File: src/rtl/alu_exec_stage_if.sv
// rtl/alu_exec_stage_if.sv - handshake and data bundle between the decode stage, the ALU and the memory stage
interface alu_exec_stage_if;
   logic        in_valid;
   logic        in_ready;
   logic [3:0]  opalu;
   logic [31:0] a;
   logic [31:0] b;
   logic [1:0]  br_type;
   logic        flush;
   logic        out_valid;
   logic        out_ready;
   logic [31:0] result;
   logic        zero;
   logic        br_taken;
   logic        ovf;
   logic [15:0] op_count;

   modport master (
      output in_valid, opalu, a, b, br_type, flush, out_ready,
      input  in_ready, out_valid, result, zero, br_taken, ovf, op_count
   );

   modport slave (
      input  in_valid, opalu, a, b, br_type, flush, out_ready,
      output in_ready, out_valid, result, zero, br_taken, ovf, op_count
   );
endinterface

File: src/rtl/alu_exec_stage.sv
// rtl/alu_exec_stage.sv - execute-stage ALU with a one-entry elastic output register
// Optional signed-overflow detection is enabled with `ALU_OVERFLOW_EN; when undefined, ovf is tied to 0.
module alu_exec_stage (
   input  logic            clk,
   input  logic            rst,
   alu_exec_stage_if.slave bus
);
   localparam logic [3:0] OP_AND = 4'b0000;
   localparam logic [3:0] OP_OR  = 4'b0001;
   localparam logic [3:0] OP_ADD = 4'b0010;
   localparam logic [3:0] OP_SUB = 4'b0110;
   localparam logic [3:0] OP_SLT = 4'b0111;

   localparam logic [1:0] BR_BEQ  = 2'b01;
   localparam logic [1:0] BR_BNE  = 2'b10;
   localparam logic [1:0] BR_BGTZ = 2'b11;

   logic        out_valid_q;
   logic [31:0] result_q;
   logic        zero_q;
   logic        br_q;
   logic [15:0] cnt_q;

   logic        accept;
   logic        is_nop;
   logic        br_cond;
   logic        nxt_br;
   logic [31:0] nxt_result;
   logic [31:0] sum;
   logic [31:0] diff;

   assign sum  = bus.a + bus.b;
   assign diff = bus.a - bus.b;

   assign bus.in_ready = !bus.flush && (!out_valid_q || bus.out_ready);
   assign accept       = bus.in_valid && bus.in_ready;

   // Unknown op codes fall into the NOP path: zero result, no branch, not counted.
   always_comb begin
      is_nop     = 1'b0;
      nxt_result = '0;
      case (bus.opalu)
         OP_AND:  nxt_result = bus.a & bus.b;
         OP_OR:   nxt_result = bus.a | bus.b;
         OP_ADD:  nxt_result = sum;
         OP_SUB:  nxt_result = diff;
         OP_SLT:  nxt_result = {31'b0, ($signed(bus.a) < $signed(bus.b))};
         default: is_nop     = 1'b1;
      endcase
   end

   always_comb begin
      br_cond = 1'b0;
      case (bus.br_type)
         BR_BEQ:  br_cond = (bus.a == bus.b);
         BR_BNE:  br_cond = (bus.a != bus.b);
         BR_BGTZ: br_cond = !bus.a[31] && (bus.a != 32'd0);
         default: br_cond = 1'b0;
      endcase
   end

   assign nxt_br = br_cond && !is_nop;

   always_ff @(posedge clk or posedge rst) begin
      if (rst) begin
         out_valid_q <= 1'b0;
         result_q    <= '0;
         zero_q      <= 1'b0;
         br_q        <= 1'b0;
         cnt_q       <= '0;
      end else begin
         if (accept) begin
            out_valid_q <= 1'b1;
            result_q    <= nxt_result;
            zero_q      <= (nxt_result == 32'd0);
            br_q        <= nxt_br;
            if (!is_nop)
               cnt_q <= cnt_q + 16'd1;
         end else if (bus.flush || (out_valid_q && bus.out_ready)) begin
            // Data registers keep their last values; only the valid bit drops.
            out_valid_q <= 1'b0;
         end
      end
   end

`ifdef ALU_OVERFLOW_EN
   logic ovf_q;
   logic nxt_ovf;

   always_comb begin
      nxt_ovf = 1'b0;
      if (bus.opalu == OP_ADD)
         nxt_ovf = (bus.a[31] == bus.b[31]) && (sum[31] != bus.a[31]);
      else if (bus.opalu == OP_SUB)
         nxt_ovf = (bus.a[31] != bus.b[31]) && (diff[31] != bus.a[31]);
   end

   always_ff @(posedge clk or posedge rst) begin
      if (rst)
         ovf_q <= 1'b0;
      else if (accept)
         ovf_q <= nxt_ovf;
   end

   assign bus.ovf = ovf_q;
`else
   assign bus.ovf = 1'b0;
`endif

   assign bus.out_valid = out_valid_q;
   assign bus.result    = result_q;
   assign bus.zero      = zero_q;
   assign bus.br_taken  = br_q;
   assign bus.op_count  = cnt_q;
endmodule

File: src/flat_wrapper.sv
// flat-port wrapper written by rule: the top's interface ports become plain ports
module alu_exec_stage_flat 
  (clk, rst, bus_in_valid, bus_opalu, bus_a, bus_b, bus_br_type, bus_flush, bus_out_ready, bus_in_ready, bus_out_valid, bus_result, bus_zero, bus_br_taken, bus_ovf, bus_op_count);
  alu_exec_stage_if bus_i ();
  input  logic clk;
  input  logic rst;
  input wire logic [$bits(bus_i.in_valid)-1:0] bus_in_valid;
  input wire logic [$bits(bus_i.opalu)-1:0] bus_opalu;
  input wire logic [$bits(bus_i.a)-1:0] bus_a;
  input wire logic [$bits(bus_i.b)-1:0] bus_b;
  input wire logic [$bits(bus_i.br_type)-1:0] bus_br_type;
  input wire logic [$bits(bus_i.flush)-1:0] bus_flush;
  input wire logic [$bits(bus_i.out_ready)-1:0] bus_out_ready;
  output wire logic [$bits(bus_i.in_ready)-1:0] bus_in_ready;
  output wire logic [$bits(bus_i.out_valid)-1:0] bus_out_valid;
  output wire logic [$bits(bus_i.result)-1:0] bus_result;
  output wire logic [$bits(bus_i.zero)-1:0] bus_zero;
  output wire logic [$bits(bus_i.br_taken)-1:0] bus_br_taken;
  output wire logic [$bits(bus_i.ovf)-1:0] bus_ovf;
  output wire logic [$bits(bus_i.op_count)-1:0] bus_op_count;
  assign bus_i.in_valid = bus_in_valid;
  assign bus_i.opalu = bus_opalu;
  assign bus_i.a = bus_a;
  assign bus_i.b = bus_b;
  assign bus_i.br_type = bus_br_type;
  assign bus_i.flush = bus_flush;
  assign bus_i.out_ready = bus_out_ready;
  assign bus_in_ready = bus_i.in_ready;
  assign bus_out_valid = bus_i.out_valid;
  assign bus_result = bus_i.result;
  assign bus_zero = bus_i.zero;
  assign bus_br_taken = bus_i.br_taken;
  assign bus_ovf = bus_i.ovf;
  assign bus_op_count = bus_i.op_count;
  alu_exec_stage u_core (.clk(clk), .rst(rst), .bus(bus_i));
endmodule
File: config.mk
export PLATFORM = sky130hd
export DESIGN_NAME = alu_exec_stage_flat
export DESIGN_NICKNAME = d
export VERILOG_FILES = /design/src/rtl/alu_exec_stage_if.sv /design/src/rtl/alu_exec_stage.sv /design/src/flat_wrapper.sv
export SDC_FILE = /design/constraint.sdc
export NUM_CORES = 1
export LEC_CHECK = 0
export ABC_AREA = 1
export ABC_CLOCK_PERIOD_IN_PS = 3700
export BUFFER_PORTS_ARGS = -buffer_cell sky130_fd_sc_hd__buf_2
export CAP_MARGIN = 20
export CORE_MARGIN = 2
export CORE_UTILIZATION = 55
export CTS_CLUSTER_SIZE = 8
export DETAILED_ROUTE_END_ITERATION = 16
export PLACE_DENSITY = 0.77
export RECOVER_POWER = 50
export SLEW_MARGIN = 20
export SYNTH_ARGS = -nofsm -noshare
export SYNTH_HDL_FRONTEND = slang
export SYNTH_SLANG_ARGS = --single-unit
File: constraint.sdc
create_clock -name clk -period 3.7 [get_ports clk]
set_input_delay 0.74 -clock clk [delete_from_list [all_inputs] [get_ports clk]]
set_output_delay 0.74 -clock clk [all_outputs]
set_load 0.02 [all_outputs]
==> metrics.yaml, run 1 <==
status: "complete, but fails checks"
violations: "capacitance limit, slew limit"
grt_pass1_wl_um: 45100
synth_cell_types: 46
avgSynthCellArea_um2: 5.61
grt_overflow: 0
drive_gt1_share_pct: 9.63
synth_area_leaders: "nand2_1 (23%), inv_1 (15%), dfrtp_1 (14%), ha_1 (14%), nand3_1 (7.1%)"
yosysSeqAreaShare_pct: 14.5
yosysTopAreaCellShare_pct: 22.9
via_count: 9854
worstSetupPathType: "in -> reg"
synth_area_um2: 8820
max_clock_freq_mhz: 297
area_growth_pct: 9.32
wire_per_inst_um: 15.8
vias_per_cell: 5.22
grt_max_degree: 52
hp-class: "reg -> reg"
routed_wl_um: 29800
antenna_found_initial: 0
ioPinCount: 128
dr.pass1.iters: 5
hold_viol: 0
skew_ps: 2.37
slew_viol_final: 52
die-height_um: 131
crit_fanout: 4
port_buffers: 126
grt.total_usage_pct: 34.5
worstSetupStartpointType: "primary input"
core_um2: 15800
initial_core_util_pct: 55.9
cts_buffer_depth: 2
critPathLaunch: "bus_a[0]"
setup.worst_path.end: "u_core.bus.zero"
clk_pin_slew_worst_paths_ps: 70
tightest_slew_ps: 2130
cts_tree: "built"
die_w_um: 131
dominantRegCellSynth: "dfrtp_1"
synthArstFlopShare_pct: 100
power_density_nw_per_um2: 251
ant_nets: 0
cts_sinks: 51
timing.rr.end: "u_core.bus.op_count[12]"
syn-num-nets: 1750
synthCells: 1573
hold_slack_ps: 462
rsz0062_at_grt: "false"
crit_required_ps: 3940
endpoint_kind: "flip-flop"
core.rowCount: 46
cts-resized-gates: 0
min_from: "u_core.bus.op_count[15]"
cts-root-buf: "clkbuf_16"
instances_no_fill: 1887
peakVddDrop_mv: 0.295
post-place-ws_ps: 143
cts_max_level: 2
worst_r2r_path_depth: 11
slew_headroom_pct: -42.8
hpwl_um: 25600
grt_pass1_vias: 8684
setup_violations: 0
synth_top_area_cell: "nand2_1"
ff2ff_setup_slack_ps: 890
postCtsSetupBuffers: 0
gp_congestion: 1.01
finalWorstSetupSlack_ps: 328
synth_warnings: 0
remaining_drc_errors: 0
die_area_um2: 17100
synth-seq-cells: 51
clkLatencyLatePin_ps: 290
fin_tns_setup_ps: 0
arrival_ps: 3610
final_nets: 1847
min_period_ps: 3370
period_share_pct: 91.1
synth_common_cells: "nand2_1 (538), inv_1 (342), nand3_1 (125), nor2_1 (124), ha_1 (100)"
hold_buffers: 0
max_cap_viol_count: 1
cellLeakagePower_nw: 5.93
synth_edf_count: 0
cts_buffers: 5
regToRegStartpoint: "u_core.bus.out_valid"
drt_iter0_drc: 910
placed_cells: 1879
synthMostInstantiatedCell: "nand2_1"
diodes: 0
[per-layer routing]
metal  share of wire (%)  global-route usage (%)
met1                  43                    47.1
met2                  43                    54.5
met3                  11                    6.68
met4                 3.4                    12.3
met5                   0                       0
[through the flow]
stage,power [mW],util (%),area (µm²)
6_report,2.42,61.1,9640
5_1_grt,2.59,61.1,9640
4_1_cts,2.41,61.4,9680
3_5_place_dp,1.87,60.3,9510
3_3_place_gp,1.86,60.3,9510
2_1_floorplan,1.51,-,8820
[how the worst min path moves through the flow]
| stage | endpoint | slack [ps] | cells after the start |
|---|---|---|---|
| finish | u_core.bus.op_count[15] | 460 | 1 |
| global route | u_core.bus.op_count[15] | 480 | 1 |
| CTS | u_core.bus.op_count[15] | 470 | 1 |
| detailed placement | u_core.bus.op_count[15] | 460 | 1 |
| global placement | u_core.bus.op_count[15] | 460 | 1 |
| floorplan | u_core.bus.op_count[15] | 580 | 1 |
[worst max-delay path, stage by stage]
cell,delay (ps)
buf_2,120
ha_1,290
inv_1,110
fa_1,420
inv_1,130
nand2_1,60
nand2_1,100
nand3_1,70
nand2_1,200
a21oi_1,90
o21ai_0,110
nand2_1,80
nor2_1,340
nand3_1,130
nor2_1,150
nand2_1,70
nor2_1,210
nand3_1,110
nand2_1,60
[kinds of logic (layout without fill, tap and decap cells)]
kind of cell             after synthesis  count (layout)  share of synthesized area [%]
buffers and inverters                391             489                           17.9
AND/OR/NAND/NOR                      884             884                           43.2
other                                  1               1                         0.0425
flip-flops                            51              51                           14.5
adder cells (fa/ha/maj)              102             102                           14.6
XOR/XNOR                              16              16                           1.59
multiplexers                           1               1                          0.128
AO/OA/AOI/OAI                        127             127                           8.03
[power by group]
part           switching, mW  total [mW]  leakage [nW]  internal, mW
clock                  0.206       0.527        0.0804         0.321
combinational          0.853        1.22          5.17         0.371
sequential            0.0477       0.667         0.677         0.619
total                   1.11        2.42          5.93          1.31
[layout by cell type, fill, tap and decap left out, types with 2 or more instances in the layout]
master / instances
nand3_2: 9
inv_1: 342
clkbuf_16: 5
nor2_1: 124
and2_1: 3
o21ai_0: 31
buf_4: 8
o211ai_1: 2
nor3_1: 15
dfrtp_1: 51
a31oi_1: 3
xnor2_1: 7
o21bai_1: 5
nand3b_1: 9
nand2_1: 540
clkinv_1: 2
a21oi_1: 49
and3_1: 2
clkinvlp_2: 2
o21ai_1: 2
ha_1: 100
nor3b_1: 2
nor3_2: 4
fa_1: 2
buf_2: 104
nor2_4: 3
xor2_1: 9
nand2_2: 4
clkbuf_1: 22
nor4_1: 8
nand3_1: 125
nor2_2: 13
o22ai_1: 32
nand4_1: 19
[final cells by class]
class                      count  area [µm²]
timing repair buffer         134         663
inverter                     347        1310
sequential                    51        1280
multi-input combinational   1131        5960
clock buffer                   5         125
clock inverter                 3        46.3
tap                          216         270
fill                        1636        6130
[flip-flops by register name, indices dropped and copies added (netlist names)]
| signal | count |
|---|---|
| u_core.bus.result | 32 |
| u_core.bus.br_taken | 1 |
| u_core.bus.op_count | 16 |
| u_core.bus.out_valid | 1 |
| u_core.bus.zero | 1 |
No activity file was read; power rests on OpenSTA's default activity.
==> inputs of run 2 (changes only) <==
--- a/config.mk
+++ b/config.mk
@@ -6,7 +6,7 @@
 export NUM_CORES = 1
 export LEC_CHECK = 0
 export ABC_AREA = 1
-export ABC_CLOCK_PERIOD_IN_PS = 3700
+export ABC_CLOCK_PERIOD_IN_PS = 3600
 export BUFFER_PORTS_ARGS = -buffer_cell sky130_fd_sc_hd__buf_2
 export CAP_MARGIN = 20
 export CORE_MARGIN = 2
==> constraint.sdc (replaced) <==
create_clock -name clk -period 3.6 [get_ports clk]
set_input_delay 0.72 -clock clk [delete_from_list [all_inputs] [get_ports clk]]
set_output_delay 0.72 -clock clk [all_outputs]
set_load 0.02 [all_outputs]
==> metrics.yaml, run 2 (synthesized netlist as in run 1, its figures left out) <==
status: "complete, but fails checks"
violations: "capacitance limit, slew limit"
core.rowCount: 46
arrival_ps: 3530
die_area_um2: 17100
final_nets: 1851
skew_ps: 1.35
slew_viol_final: 52
die_w_um: 131
peakVddDrop_mv: 0.388
hp-class: "reg -> reg"
grt_pass1_wl_um: 46800
area_growth_pct: 9.73
path_cells: "buf_2 -> ha_1 -> inv_1 -> fa_1 -> inv_1 -> nand2_1 -> nand2_1 -> nand3_1 -> nand2_1 -> a21oi_1 -> o21ai_0 -> nand2_1 -> nor2_2 -> nand3_1 -> nor2_1 -> nand2_1 -> nor2_1 -> nand3_1 -> nand2_1"
rsz0062_at_grt: "false"
antenna_found_initial: 0
nFillCells: 1700
vias_per_cell: 5.29
min_period_ps: 3300
cp_num_cells: 19
crit_top_cell: "nand2_1"
wire_per_inst_um: 16.0
worstSetupPathType: "in -> reg"
via_count: 10000
die-height_um: 131
cp_num_buf_inv: 3
grt.total_usage_pct: 35.7
fin_tns_setup_ps: 0
crit_fanout: 4
critPathLaunch: "bus_a[0]"
power_density_nw_per_um2: 258
largest_reg_flops: 32
worst_r2r_path_depth: 11
regArea_um2: 1280
ioPinCount: 128
intPower_mw: 1.37
gp_congestion: 1.04
p_seq_share_pct: 27.6
slowest_stage: "fa_1"
cts_sinks: 51
dr.pass1.iters: 6
final_common_cell: "nand2_1"
clkLatencyLatePin_ps: 290
clk_pin_slew_worst_paths_ps: 60
worstSetupStartpointType: "primary input"
hpwl_um: 25600
min_from: "u_core.bus.op_count[15]"
grt_overflow: 0
drive_gt1_share_pct: 9.91
finalPower_mw: 2.50
multi_input_area_um2: 5960
regToRegStartpoint: "u_core.bus.out_valid"
crit_required_ps: 3830
post-place-ws_ps: 30.9
cellLeakagePower_nw: 5.96
placed_area_um2: 9540
design_area_um2: 9680
port_buffers: 126
cts_tree: "built"
cpPeakStageDelay_ps: 410
finalWorstSetupSlack_ps: 300
initial_core_util_pct: 55.9
hold_viol: 0
hold_buffers: 0
tightest_slew_ps: 2110
ant_nets: 0
cts_max_level: 2
clock_power_share_pct: 21.6
endpoint_kind: "flip-flop"
cts-root-buf: "clkbuf_16"
min_path_cells: 1
grt_pass1_vias: 8986
max_cap_viol_count: 1
p_sw_share_pct: 45.2
routed_wl_um: 30300
grt_max_degree: 52
period_share_pct: 91.7
cts_buffer_depth: 2
diodes: 0
setup_violations: 0
postCtsSetupBuffers: 0
cts_buffers: 5
p_sw_mw: 1.13
slew_headroom_pct: -41.7
core_um2: 15800
pwr-share-comb_pct: 50.9
remaining_drc_errors: 0
layout_common_cells: "nand2_1 (539), inv_1 (342), nand3_1 (125)"
crit_family: "simple AND/OR/NAND/NOR gates"
max_clock_freq_mhz: 303
drt_iter0_drc: 983
run 2: cell types whose count changed in the layout (fill, tap and decap cells not counted), sizes merged:
cell,change
buf,+3
clkbuf,+2
clkinv,+1
clkinvlp,-1
inv,-1
run 2: per-stage QoR:
stage          instances  hold WS, ps  util (%)
3_3_place_gp        1883          457      60.5
5_1_grt             1891          489      61.4
6_report            1891          469      61.4
2_1_floorplan       1573          581         -
4_1_cts             1891          474      61.6
3_5_place_dp        1883          462      60.5
run 2: cell type report:
type	count	area share [%]
multi-input combinational	1131	61.6
tap	216	2.79
clock inverter	2	0.362
sequential	51	13.2
inverter	347	13.5
clock buffer	6	1.44
timing repair buffer	138	7.15
run 2: worst paths after layout:
check                                           to  slack (ps)
min in group asynchronous    u_core.bus.result[31]         980
setup / recovery                   u_core.bus.zero         300
max in group asynchronous     u_core.bus.result[7]        1660
hold reg to reg            u_core.bus.op_count[15]         470
setup reg to reg           u_core.bus.op_count[14]         750
hold / removal             u_core.bus.op_count[15]         470
run 2: layer usage:
metal	share of wire [%]	global-route usage, %	up-vias
met1	44	49.9	4438
met2	43	56.9	525
met4	3.0	11.2	0
met5	0	0	-
li1	-	-	4993
met3	10	5.46	52
run 2: timing repair:
action / in CTS / in global routing
endpoints found under the hold margin: 0 / 0
gates resized for setup: 0 / 1
setup endpoints to repair: 0 / 1
run 2: power groups by stage:
stage / Clock, mW / Sequential [mW] / Combinational (mW)
finish: 0.539 / 0.688 / 1.27
global route: 0.573 / 0.695 / 1.41
CTS: 0.552 / 0.686 / 1.25
detailed placement: 0 / 0.696 / 1.25
global placement: 0 / 0.692 / 1.23
floorplan: 0 / 0.769 / 0.780
==> inputs of run 3 (changes only) <==
--- a/config.mk
+++ b/config.mk
@@ -14,7 +14,7 @@
 export CTS_CLUSTER_SIZE = 8
 export DETAILED_ROUTE_END_ITERATION = 16
 export PLACE_DENSITY = 0.77
-export RECOVER_POWER = 50
+export RECOVER_POWER = 100
 export SLEW_MARGIN = 20
 export SYNTH_ARGS = -nofsm -noshare
 export SYNTH_HDL_FRONTEND = slang
==> metrics.yaml, run 3 (synthesized netlist as in run 1, its figures left out) <==
slew_viol_final: 52
grt_pass1_vias: 8986
core_um2: 15800
die-height_um: 131
grt_overflow: 0
wire_per_inst_um: 16.1
antenna_found_initial: 0
gp_congestion: 1.04
cts_tree: "built"
hold_buffers: 0
hpwl_um: 25600
cts_max_level: 2
ant_nets: 0
timing.rr.end: "u_core.bus.op_count[15]"
ioPinCount: 128
ff2ff_setup_slack_ps: 460
die_w_um: 131
rsz0062_at_grt: "false"
cellLeakagePower_nw: 5.82
drive_gt1_share_pct: 7.40
routed_wl_um: 30400
power_density_nw_per_um2: 259
worstSetupStartpointType: "primary input"
via_count: 10000
cts-root-buf: "clkbuf_16"
port_buffers: 126
grt_max_degree: 52
endpoint_kind: "flip-flop"
initial_core_util_pct: 55.9
worstSetupPathType: "in -> reg"
layout_common_cells: "nand2_1 (540), inv_1 (342), nand3_1 (127)"
fin_tns_setup_ps: 0
core.rowCount: 46
hold_viol: 0
final_nets: 1851
remaining_drc_errors: 0
setup_violations: 0
area_growth_pct: 8.58
drt_iter0_drc: 920
cts_buffer_depth: 2
hold_slack_ps: 474
max_cap_viol_count: 1
final_common_cell: "nand2_1"
period_share_pct: 93.4
peakVddDrop_mv: 0.391
slew_headroom_pct: -42.3
largest_reg_flops: 32
postCtsSetupBuffers: 0
clkLatencyLatePin_ps: 290
clk_pin_slew_worst_paths_ps: 60
placed_area_um2: 9540
tightest_slew_ps: 2120
design_area_um2: 9580
nFillCells: 1728
status: "complete, but fails checks"
setup.worst_path.end: "u_core.bus.zero"
crit_required_ps: 3830
min_period_ps: 3360
skew_ps: 1.99
cts_sinks: 51
arrival_ps: 3600
critPathLaunch: "bus_opalu[0]"
regToRegStartpoint: "u_core.bus.out_valid"
min_from: "u_core.bus.op_count[15]"
worst_r2r_path_depth: 13
finalWorstSetupSlack_ps: 236
grt_pass1_wl_um: 46800
violations: "capacitance limit, slew limit"
grt.total_usage_pct: 35.7
die_area_um2: 17100
crit_fanout: 19
cts_buffers: 5
post-place-ws_ps: 30.9
vias_per_cell: 5.29
hp-class: "reg -> reg"
dr.pass1.iters: 6
max_clock_freq_mhz: 297
diodes: 0
-- run 3: changes by cell type in the layout (fill, tap and decap cells not counted), moves of 2 or more --
| cell | before | now |
|---|---|---|
| nor2_4 | 3 | 1 |
| buf_2 | 103 | 72 |
| clkbuf_1 | 23 | 56 |
| nand3_2 | 9 | 7 |
| nand3_1 | 125 | 127 |
| nor2_1 | 123 | 126 |
| buf_4 | 12 | 10 |
-- run 3: layout make-up --
class | instances | area (µm²) | area share (%)
multi-input cells | 1131 | 5910 | 61.7
clock buffers | 6 | 139 | 1.45
well taps | 216 | 270 | 2.82
repair buffers | 138 | 646 | 6.74
flip-flops and latches | 51 | 1280 | 13.3
inverters | 347 | 1310 | 13.6
clock inverters | 2 | 35.0 | 0.366
-- run 3: metrics by stage --
step | instances | power, mW | util, %
6_report | 1891 | 2.48 | 60.7
5_1_grt | 1891 | 2.66 | 60.7
4_1_cts | 1891 | 2.49 | 61.6
3_5_place_dp | 1883 | 1.94 | 60.5
3_3_place_gp | 1883 | 1.92 | 60.5
2_1_floorplan | 1573 | 1.55 | -
-- run 3: timing repair --
item	CTS	global route
setup endpoints to repair	0	1
endpoints found under the hold margin	0	0
resized for setup	0	1
-- run 3: routing by layer --
layer	global-route usage, %	share of wire [%]	up-vias
li1	-	-	4999
met1	49.9	44	4422
met2	56.9	43	525
met3	5.46	10	60
met4	11.2	2.9	0
met5	0	0	-
-- run 3: where the power goes --
group	internal, mW	leakage [nW]	total (mW)	switching (mW)
sequential	0.637	0.677	0.689	0.0525
combinational	0.372	5.05	1.25	0.883
clock	0.345	0.0868	0.540	0.195
total	1.35	5.82	2.48	1.13
-- run 3: how the worst min path moves through the flow --
stage,end,slack (ps),depth (start not counted)
after detailed placement,u_core.bus.zero,460,2
final,u_core.bus.op_count[15],470,1
after global routing,u_core.bus.op_count[15],490,1
after floorplan,u_core.bus.op_count[15],580,1
after CTS,u_core.bus.op_count[15],470,1
after global placement,u_core.bus.result[17],460,2
-- run 3: critical path: stages --
cell and delay, ps:
buf_2 110, inv_1 90, nand4_1 400, clkinv_1 850, nand3b_1 320, o211ai_1 170, nor2_1 140, nand2_1 60
nor2_1 90, nand2_1 60, nor2_1 100, nand2_1 80, nor2_1 230, nand3_1 120, nand2_1 70
